File: config.mk
export PLATFORM = sky130hd
export DESIGN_NAME = pc_stack_ctrl_flat
export DESIGN_NICKNAME = d
export VERILOG_FILES = /design/src/rtl/pc_stack_ctrl_if.sv /design/src/rtl/pc_stack_ctrl.sv /design/src/flat_wrapper.sv
export SDC_FILE = /design/constraint.sdc
export NUM_CORES = 1
export LEC_CHECK = 0
export ABC_CLOCK_PERIOD_IN_PS = 1530
export CORE_MARGIN = 1
export CORE_UTILIZATION = 38
export DETAILED_ROUTE_END_ITERATION = 16
export PLACE_DENSITY = 0.82
export SLEW_MARGIN = 20
export SYNTH_ARGS = -nofsm -noshare
export SYNTH_HDL_FRONTEND = slang
export SYNTH_SLANG_ARGS = --single-unit
export TNS_END_PERCENT = 100
File: constraint.sdc
create_clock -name clk -period 1.53 [get_ports clk]
set_input_delay 0.306 -clock clk [delete_from_list [all_inputs] [get_ports clk]]
set_output_delay 0.306 -clock clk [all_outputs]
set_load 0.05 [all_outputs]
File: src/rtl/pc_stack_ctrl_if.sv
// Core/LIFO-facing bus of the PC sequencer. The irq signal exists only when PC_IRQ_EN is defined.
interface pc_stack_ctrl_if;
`ifdef PC_IRQ_EN
    logic        irq;
`endif
    logic        stall;
    logic        jmp;
    logic        call;
    logic        ret;
    logic [10:0] target;
    logic [10:0] stack_dout;
    logic [10:0] pc;
    logic        stack_wr_en;
    logic        stack_rd_en;
    logic [10:0] stack_din;
    logic        busy;
    logic [4:0]  depth;
    logic        overflow;
    logic        underflow;

    modport slave (
`ifdef PC_IRQ_EN
        input  irq,
`endif
        input  stall, jmp, call, ret, target, stack_dout,
        output pc, stack_wr_en, stack_rd_en, stack_din, busy, depth, overflow, underflow
    );

    modport master (
`ifdef PC_IRQ_EN
        output irq,
`endif
        output stall, jmp, call, ret, target, stack_dout,
        input  pc, stack_wr_en, stack_rd_en, stack_din, busy, depth, overflow, underflow
    );
endinterface

File: src/rtl/pc_stack_ctrl.sv
// Program-counter sequencer with return-address stack control and shadow depth tracking.
// Optional interrupt entry (vector jump plus IRQ mask) is enabled by defining PC_IRQ_EN.
module pc_stack_ctrl #(
    parameter logic [10:0] RESET_PC   = 11'h000
`ifdef PC_IRQ_EN
   ,parameter logic [10:0] IRQ_VECTOR = 11'h7F0
`endif
) (
    input  logic           clk,
    input  logic           rst,
    pc_stack_ctrl_if.slave bus
);

    typedef enum logic {RUN, RET_WAIT} state_e;

    state_e      state_q, state_d;
    logic [10:0] pc_q, pc_d;
    logic [4:0]  depth_q, depth_d;
    logic        overflow_q, overflow_d;
    logic        underflow_q, underflow_d;
`ifdef PC_IRQ_EN
    logic        irqMask_q, irqMask_d;
`endif
    logic [10:0] pcInc;
    logic        wrEn, rdEn, pushPc, push, pop;

    assign pcInc = pc_q + 11'd1;

    always_comb begin
        state_d     = state_q;
        pc_d        = pc_q;
        depth_d     = depth_q;
        overflow_d  = overflow_q;
        underflow_d = underflow_q;
`ifdef PC_IRQ_EN
        irqMask_d   = irqMask_q;
`endif
        wrEn   = 1'b0;
        rdEn   = 1'b0;
        pushPc = 1'b0;
        push   = 1'b0;
        pop    = 1'b0;

        if (!bus.stall) begin
            unique case (state_q)
                RUN: begin
                    if (bus.call) begin
                        push = 1'b1;
                        pc_d = bus.target;
`ifdef PC_IRQ_EN
                    end else if (bus.irq && !irqMask_q) begin
                        // Push the current pc so the interrupted instruction re-executes.
                        push      = 1'b1;
                        pushPc    = 1'b1;
                        pc_d      = IRQ_VECTOR;
                        irqMask_d = 1'b1;
`endif
                    end else if (bus.ret) begin
                        pop     = 1'b1;
                        state_d = RET_WAIT;
                    end else if (bus.jmp) begin
                        pc_d = bus.target;
                    end else begin
                        pc_d = pcInc;
                    end
                end
                RET_WAIT: begin
                    pc_d    = bus.stack_dout;
                    state_d = RUN;
`ifdef PC_IRQ_EN
                    irqMask_d = 1'b0;
`endif
                end
                default: state_d = RUN;
            endcase
        end

        // Saturating depth; the LIFO itself overwrites its top entry on overflow.
        if (push) begin
            wrEn = 1'b1;
            if (depth_q < 5'd15) depth_d = depth_q + 5'd1;
            else                 overflow_d = 1'b1;
        end
        if (pop) begin
            rdEn = 1'b1;
            if (depth_q != 5'd0) depth_d = depth_q - 5'd1;
            else                 underflow_d = 1'b1;
        end

        if (rst) begin
            wrEn   = 1'b0;
            rdEn   = 1'b0;
            pushPc = 1'b0;
        end
    end

    always_ff @(posedge clk) begin
        if (rst) begin
            state_q     <= RUN;
            pc_q        <= RESET_PC;
            depth_q     <= 5'd0;
            overflow_q  <= 1'b0;
            underflow_q <= 1'b0;
`ifdef PC_IRQ_EN
            irqMask_q   <= 1'b0;
`endif
        end else begin
            state_q     <= state_d;
            pc_q        <= pc_d;
            depth_q     <= depth_d;
            overflow_q  <= overflow_d;
            underflow_q <= underflow_d;
`ifdef PC_IRQ_EN
            irqMask_q   <= irqMask_d;
`endif
        end
    end

    assign bus.pc          = pc_q;
    assign bus.stack_wr_en = wrEn;
    assign bus.stack_rd_en = rdEn;
    assign bus.stack_din   = pushPc ? pc_q : pcInc;
    assign bus.busy        = (state_q == RET_WAIT);
    assign bus.depth       = depth_q;
    assign bus.overflow    = overflow_q;
    assign bus.underflow   = underflow_q;

endmodule

File: src/flat_wrapper.sv
// flat-port wrapper written by rule: the top's interface ports become plain ports
module pc_stack_ctrl_flat 
#(
    parameter logic [10:0] RESET_PC   = 11'h000

)
  (clk, rst, bus_stall, bus_jmp, bus_call, bus_ret, bus_target, bus_stack_dout, bus_pc, bus_stack_wr_en, bus_stack_rd_en, bus_stack_din, bus_busy, bus_depth, bus_overflow, bus_underflow);
  pc_stack_ctrl_if bus_i ();
  input  logic clk;
  input  logic rst;
  input wire logic [$bits(bus_i.stall)-1:0] bus_stall;
  input wire logic [$bits(bus_i.jmp)-1:0] bus_jmp;
  input wire logic [$bits(bus_i.call)-1:0] bus_call;
  input wire logic [$bits(bus_i.ret)-1:0] bus_ret;
  input wire logic [$bits(bus_i.target)-1:0] bus_target;
  input wire logic [$bits(bus_i.stack_dout)-1:0] bus_stack_dout;
  output wire logic [$bits(bus_i.pc)-1:0] bus_pc;
  output wire logic [$bits(bus_i.stack_wr_en)-1:0] bus_stack_wr_en;
  output wire logic [$bits(bus_i.stack_rd_en)-1:0] bus_stack_rd_en;
  output wire logic [$bits(bus_i.stack_din)-1:0] bus_stack_din;
  output wire logic [$bits(bus_i.busy)-1:0] bus_busy;
  output wire logic [$bits(bus_i.depth)-1:0] bus_depth;
  output wire logic [$bits(bus_i.overflow)-1:0] bus_overflow;
  output wire logic [$bits(bus_i.underflow)-1:0] bus_underflow;
  assign bus_i.stall = bus_stall;
  assign bus_i.jmp = bus_jmp;
  assign bus_i.call = bus_call;
  assign bus_i.ret = bus_ret;
  assign bus_i.target = bus_target;
  assign bus_i.stack_dout = bus_stack_dout;
  assign bus_pc = bus_i.pc;
  assign bus_stack_wr_en = bus_i.stack_wr_en;
  assign bus_stack_rd_en = bus_i.stack_rd_en;
  assign bus_stack_din = bus_i.stack_din;
  assign bus_busy = bus_i.busy;
  assign bus_depth = bus_i.depth;
  assign bus_overflow = bus_i.overflow;
  assign bus_underflow = bus_i.underflow;
  pc_stack_ctrl #(.RESET_PC(RESET_PC)) u_core (.clk(clk), .rst(rst), .bus(bus_i));
endmodule
==> impl_metrics.ini, run 1 <==
[global_routing]
grt_max_degree = 19

[clock_tree]
cts_buffers = 3
clockBufferDepth = 2
clock-sinks = 19
cts_htree_levels = 1
root_buffer = clkbuf_8

[yosys]
ys_ff_latch = 19
muxShareOfSynthArea = 0
synth-seq-area-share = 0.271
syn_nets = 214
synth-xor-area-share = 0.0687
synth-compound-area-share = 0.270
syn_inst = 183
synth-simple-area-share = 0.310
yosys_warnings = 0
syn_area_per_cell_um2 = 7.66
synth_top_family_by_area = simple AND/OR/NAND/NOR gates
synth_adder_area_share = 0.0268
syn_area_um2 = 1400
synth.distinct_cells = 48

[floorplanning]
start_util = 0.407
fp.dieW_um = 62.7
std_cell_rows = 21
num_io_pins = 60
die_y_um = 62.7

[timing]
worstEndpointGrtRepair = bus_stack_din[10]
worstEpCategory = primary output

[placed_design]
port_buffers = 59
dp_hpwl_um = 4660
place.gp.congestion = 0.941
placed_cells = 325

[run_status]
status = did not finish
toolErrorMsg = [ERROR DPL-0038] Utilization greater than 100%, impossible to legalize
failing_step = 5_1_grt
Yosys cell counts, drive strengths merged:
cell type	number	area share
nand2	21	0.056
dfxtp	19	0.27
nor2	16	0.043
a21oi	14	0.050
nand3	10	0.036
inv	9	0.024
o21ai	9	0.032
nor3	7	0.025
xnor2	7	0.044
buf	6	0.021
a211oi	4	0.021
nand2b	4	0.018
or2	4	0.020
xor2	4	0.025
a31oi	3	0.013
clkbuf	3	0.0080
ha	3	0.027
nor4b	3	0.028
o211ai	3	0.016
o221ai	3	0.019
o31a	3	0.020
a22oi	2	0.011
a311o	2	0.014
and2	2	0.0089
and3	2	0.0089
nand4	2	0.020
nor3b	2	0.014
o21a	2	0.011
o32ai	2	0.018
or4b	2	0.014
a21o	1	0.0054
a41o	1	0.0071
a41oi	1	0.0063
and4	1	0.0071
and4b	1	0.0071
nor4	1	0.0045
o211a	1	0.0071
o21bai	1	0.0054
o311a	1	0.0071
o311ai	1	0.0063
per-stage QoR:
step | setup TNS [ps] | area [um^2] | worst slack (ps)
after floorplan | -864 | 1700 | -220
after global placement | -5630 | 2950 | -373
after detailed placement | -6920 | 2950 | -481
after CTS | -2510 | 3310 | -306
what timing repair did:
| item | 4_1_cts |
|---|---|
| cloned | 1 |
| buffers inserted | 20 |
| pin swaps | 24 |
| endpoints found under the setup margin | 25 |
| hold buffers | 0 |
| gates resized for setup | 40 |
kinds of logic after synthesis:
group           count (synthesis)
simple gates                   78
compound gates                 54
flops                          19
buf+inv                        18
xor+xnor                       11
fa+ha+maj                       3
==> inputs of run 2 (changes only) <==
--- a/config.mk
+++ b/config.mk
@@ -5,11 +5,11 @@
 export SDC_FILE = /design/constraint.sdc
 export NUM_CORES = 1
 export LEC_CHECK = 0
-export ABC_CLOCK_PERIOD_IN_PS = 1530
-export CORE_MARGIN = 1
-export CORE_UTILIZATION = 38
+export ABC_CLOCK_PERIOD_IN_PS = 2000
+export CORE_AREA = 2 2 63 65
 export DETAILED_ROUTE_END_ITERATION = 16
-export PLACE_DENSITY = 0.82
+export DIE_AREA = 0 0 65 67
+export PLACE_DENSITY_LB_ADDON = 0.15
 export SLEW_MARGIN = 20
 export SYNTH_ARGS = -nofsm -noshare
 export SYNTH_HDL_FRONTEND = slang
==> constraint.sdc (replaced) <==
create_clock -name clk -period 2 [get_ports clk]
set_input_delay 0.4 -clock clk [delete_from_list [all_inputs] [get_ports clk]]
set_output_delay 0.4 -clock clk [all_outputs]
set_load 0.05 [all_outputs]
==> run 2 against run 1 <==
- synthesized cell count unchanged
- synthesized area did not move
- the run now ends clean
==> impl_metrics.ini, run 2 <==
[run_status]
status = complete, no violations

[setup_path]
cp_num_buf_inv = 2
cp.arrival_ps = 1540
critPathMaxStageDelay_ps = 800
cp_max_fo = 3
crit_path_start_kind = register
endpoint_kind = output pin
reg2reg_depth = 6
crit_path_start = u_core.bus.pc[1]
cp_cell_sequence = buf_4, clkdlybuf4s50_1
slowest_stage = clkdlybuf4s50_1
r2r_start = u_core.bus.depth[0]
worst_ep_required_time_ps = 1600
path_class = register to output pin
critical-path-top-delay-family = buffers and inverters
path_depth = 2

[yosys]
synth.top_cell.area_share = 0.271
syn_area_per_cell_um2 = 7.66
synth_common_cells = nand2_1, dfxtp_1, nor2_1
synthTopCellsByArea = dfxtp_1, nand2_1, a21oi_1, xnor2_1, nor2_1
synth_edf_count = 0
syn_inst = 183
synth-seq-area-share = 0.271
synth.distinct_cells = 48
synthArstFlopShare = 0
syn_area_um2 = 1400
syn_nets = 214
synthFlopType = dfxtp_1
ys_ff_latch = 19
synth.most_common_cell = nand2_1
yosysTopAreaCell = dfxtp_1
yosys_warnings = 0

[pwr]
seqPwrFrac = 0.340
comb_power_share = 0.455
fin_total_pwr_uw = 1340
p_int_uw = 825
p_clk_frac = 0.205
switchingPower_uw = 512
cellLeakagePower_uw = 0.00106
ir_drop_uv = 279
powerDensity_nw_per_um2 = 521
switching_share = 0.383

[floorplanning]
fp.dieW_um = 65
die_area_um2 = 4360
num_io_pins = 60
std_cell_rows = 22
die_y_um = 67
core_um2 = 3610
start_util = 0.389

[global_routing]
first_global_vias = 1689
grt_pass1_wl_um = 7830
overflow = 0
track_usage = 0.232
grt_max_degree = 25
antenna_found_initial = 0

[timing]
whs_ps = 483
setup_viol = 0
hold_viol_final = 0
slew_headroom = 0.659
finalCritPeriodShare = 0.972
report.final.slew_viol_count = 0
final.min_clock_period_ps = 1940
max_clock_freq_mhz = 514
worst_slew_pin_slew_ps = 511
fin_worst_skew_ps = 1.76
layout_setup_ws_ps = 55.0

[placed_design]
placed_cells = 305
place.gp.congestion = 0.833
port_buffers = 59
dp_hpwl_um = 3560
post-place-ws_ps = -266

[layout]
fill_cells = 281
drive_gt1_frac = 0.347
multiInputGateArea_um2 = 1100
antenna_cells = 0
final_util = 0.711
syn2layout_area_growth_pct = 83.0
register_area_um2 = 407
layout_common_cells = buf_4, clkdlybuf4s50_1, nand2_1
final_common_cell = buf_4
fin_nets = 303
stdcell_count = 319
largest_reg_flops = 11

[drt]
routed_wirelength_um = 4840
drt-initial-drc-count = 113
drcViolationCount = 0
ant_nets = 0
via_per_inst = 5.43
vias = 1731
wl_per_cell_um = 15.2
first_pass_iters = 4

[clock_tree]
clockBufferDepth = 2
cts.clk_slew.worst_paths_ps = 70
clk_latency_ps = 260
cts_htree_levels = 1
cts_tree = done
clock-sinks = 19
cts_buffers = 3
root_buffer = clkbuf_8

[min_path]
min_path_cells = 2
min_path_type = register to register
hold_path_startpoint = u_core.bus.overflow

[run]
max-cap-violations = 0
run 2: cell counts after synthesis:
No cell type changed its count.
run 2: final timing paths:
| path | to | slack, ps |
|---|---|---|
| worst max-delay path | bus_pc[1] | 60 |
| worst min-delay path | u_core.bus.overflow | 480 |
| worst max register to register | u_core.bus.depth[2] | 200 |
| worst min register to register | u_core.bus.overflow | 480 |
run 2: what timing repair did:
action	4_1_cts	5_1_grt
buffers inserted	3	7
hold buffers	0	0
endpoints found under the setup margin	5	3
resized for setup	12	4
pin swaps	3	3
run 2: layout make-up:
| type | count | share of cell area |
|---|---|---|
| flip-flops and latches | 19 | 0.159 |
| repair buffers | 93 | 0.358 |
| multi-input cells | 146 | 0.429 |
| clock buffers | 4 | 0.0176 |
| well taps | 48 | 0.0234 |
| inverters | 9 | 0.0132 |
run 2: layer usage:
layer / vias up / routed length (um) / share of wire / track usage
met4: 0 / 7 / 0.0014 / 0.0319
met2: 52 / 2370 / 0.49 / 0.414
met5: - / 0 / 0 / 0
li1: 853 / - / - / -
met1: 824 / 2190 / 0.45 / 0.301
met3: 2 / 268 / 0.055 / 0.0372
run 2: metrics by stage:
step	cell area, um^2	setup TNS, ps
after floorplan	1530	0
after global routing	2560	-10.1
after global placement	2390	-665
after detailed placement	2390	-918
after CTS	2490	0
final	2560	0
run 2: power by group through the flow:
stage / sequential [uW] / combinational [uW] / clock [uW]
global placement: 466 / 568 / 0
global route: 458 / 645 / 298
detailed placement: 466 / 575 / 0
finish: 454 / 609 / 274
CTS: 456 / 587 / 281
floorplan: 547 / 244 / 0
run 2: logic make-up (layout without fill, tap and decap cells):
| group | Yosys count | count (layout) | synth area share |
|---|---|---|---|
| and+or+nand+nor | 78 | 78 | 0.310 |
| AOI/OAI and AO/OA | 54 | 54 | 0.270 |
| xor gates and xnor gates | 11 | 11 | 0.0687 |
| buffers and inverters | 18 | 106 | 0.0536 |
| DFF | 19 | 19 | 0.271 |
| adders and majority gates | 3 | 3 | 0.0268 |
run 2: worst register-to-register path, stage by stage, from the launching register on:
cell	delay (ps)
dfxtp_1	370
inv_1	120
ha_1	220
or4b_1	510
and2_1	220
o21ai_0	180
a21oi_1	80
Power figures use the tool's default switching activity.
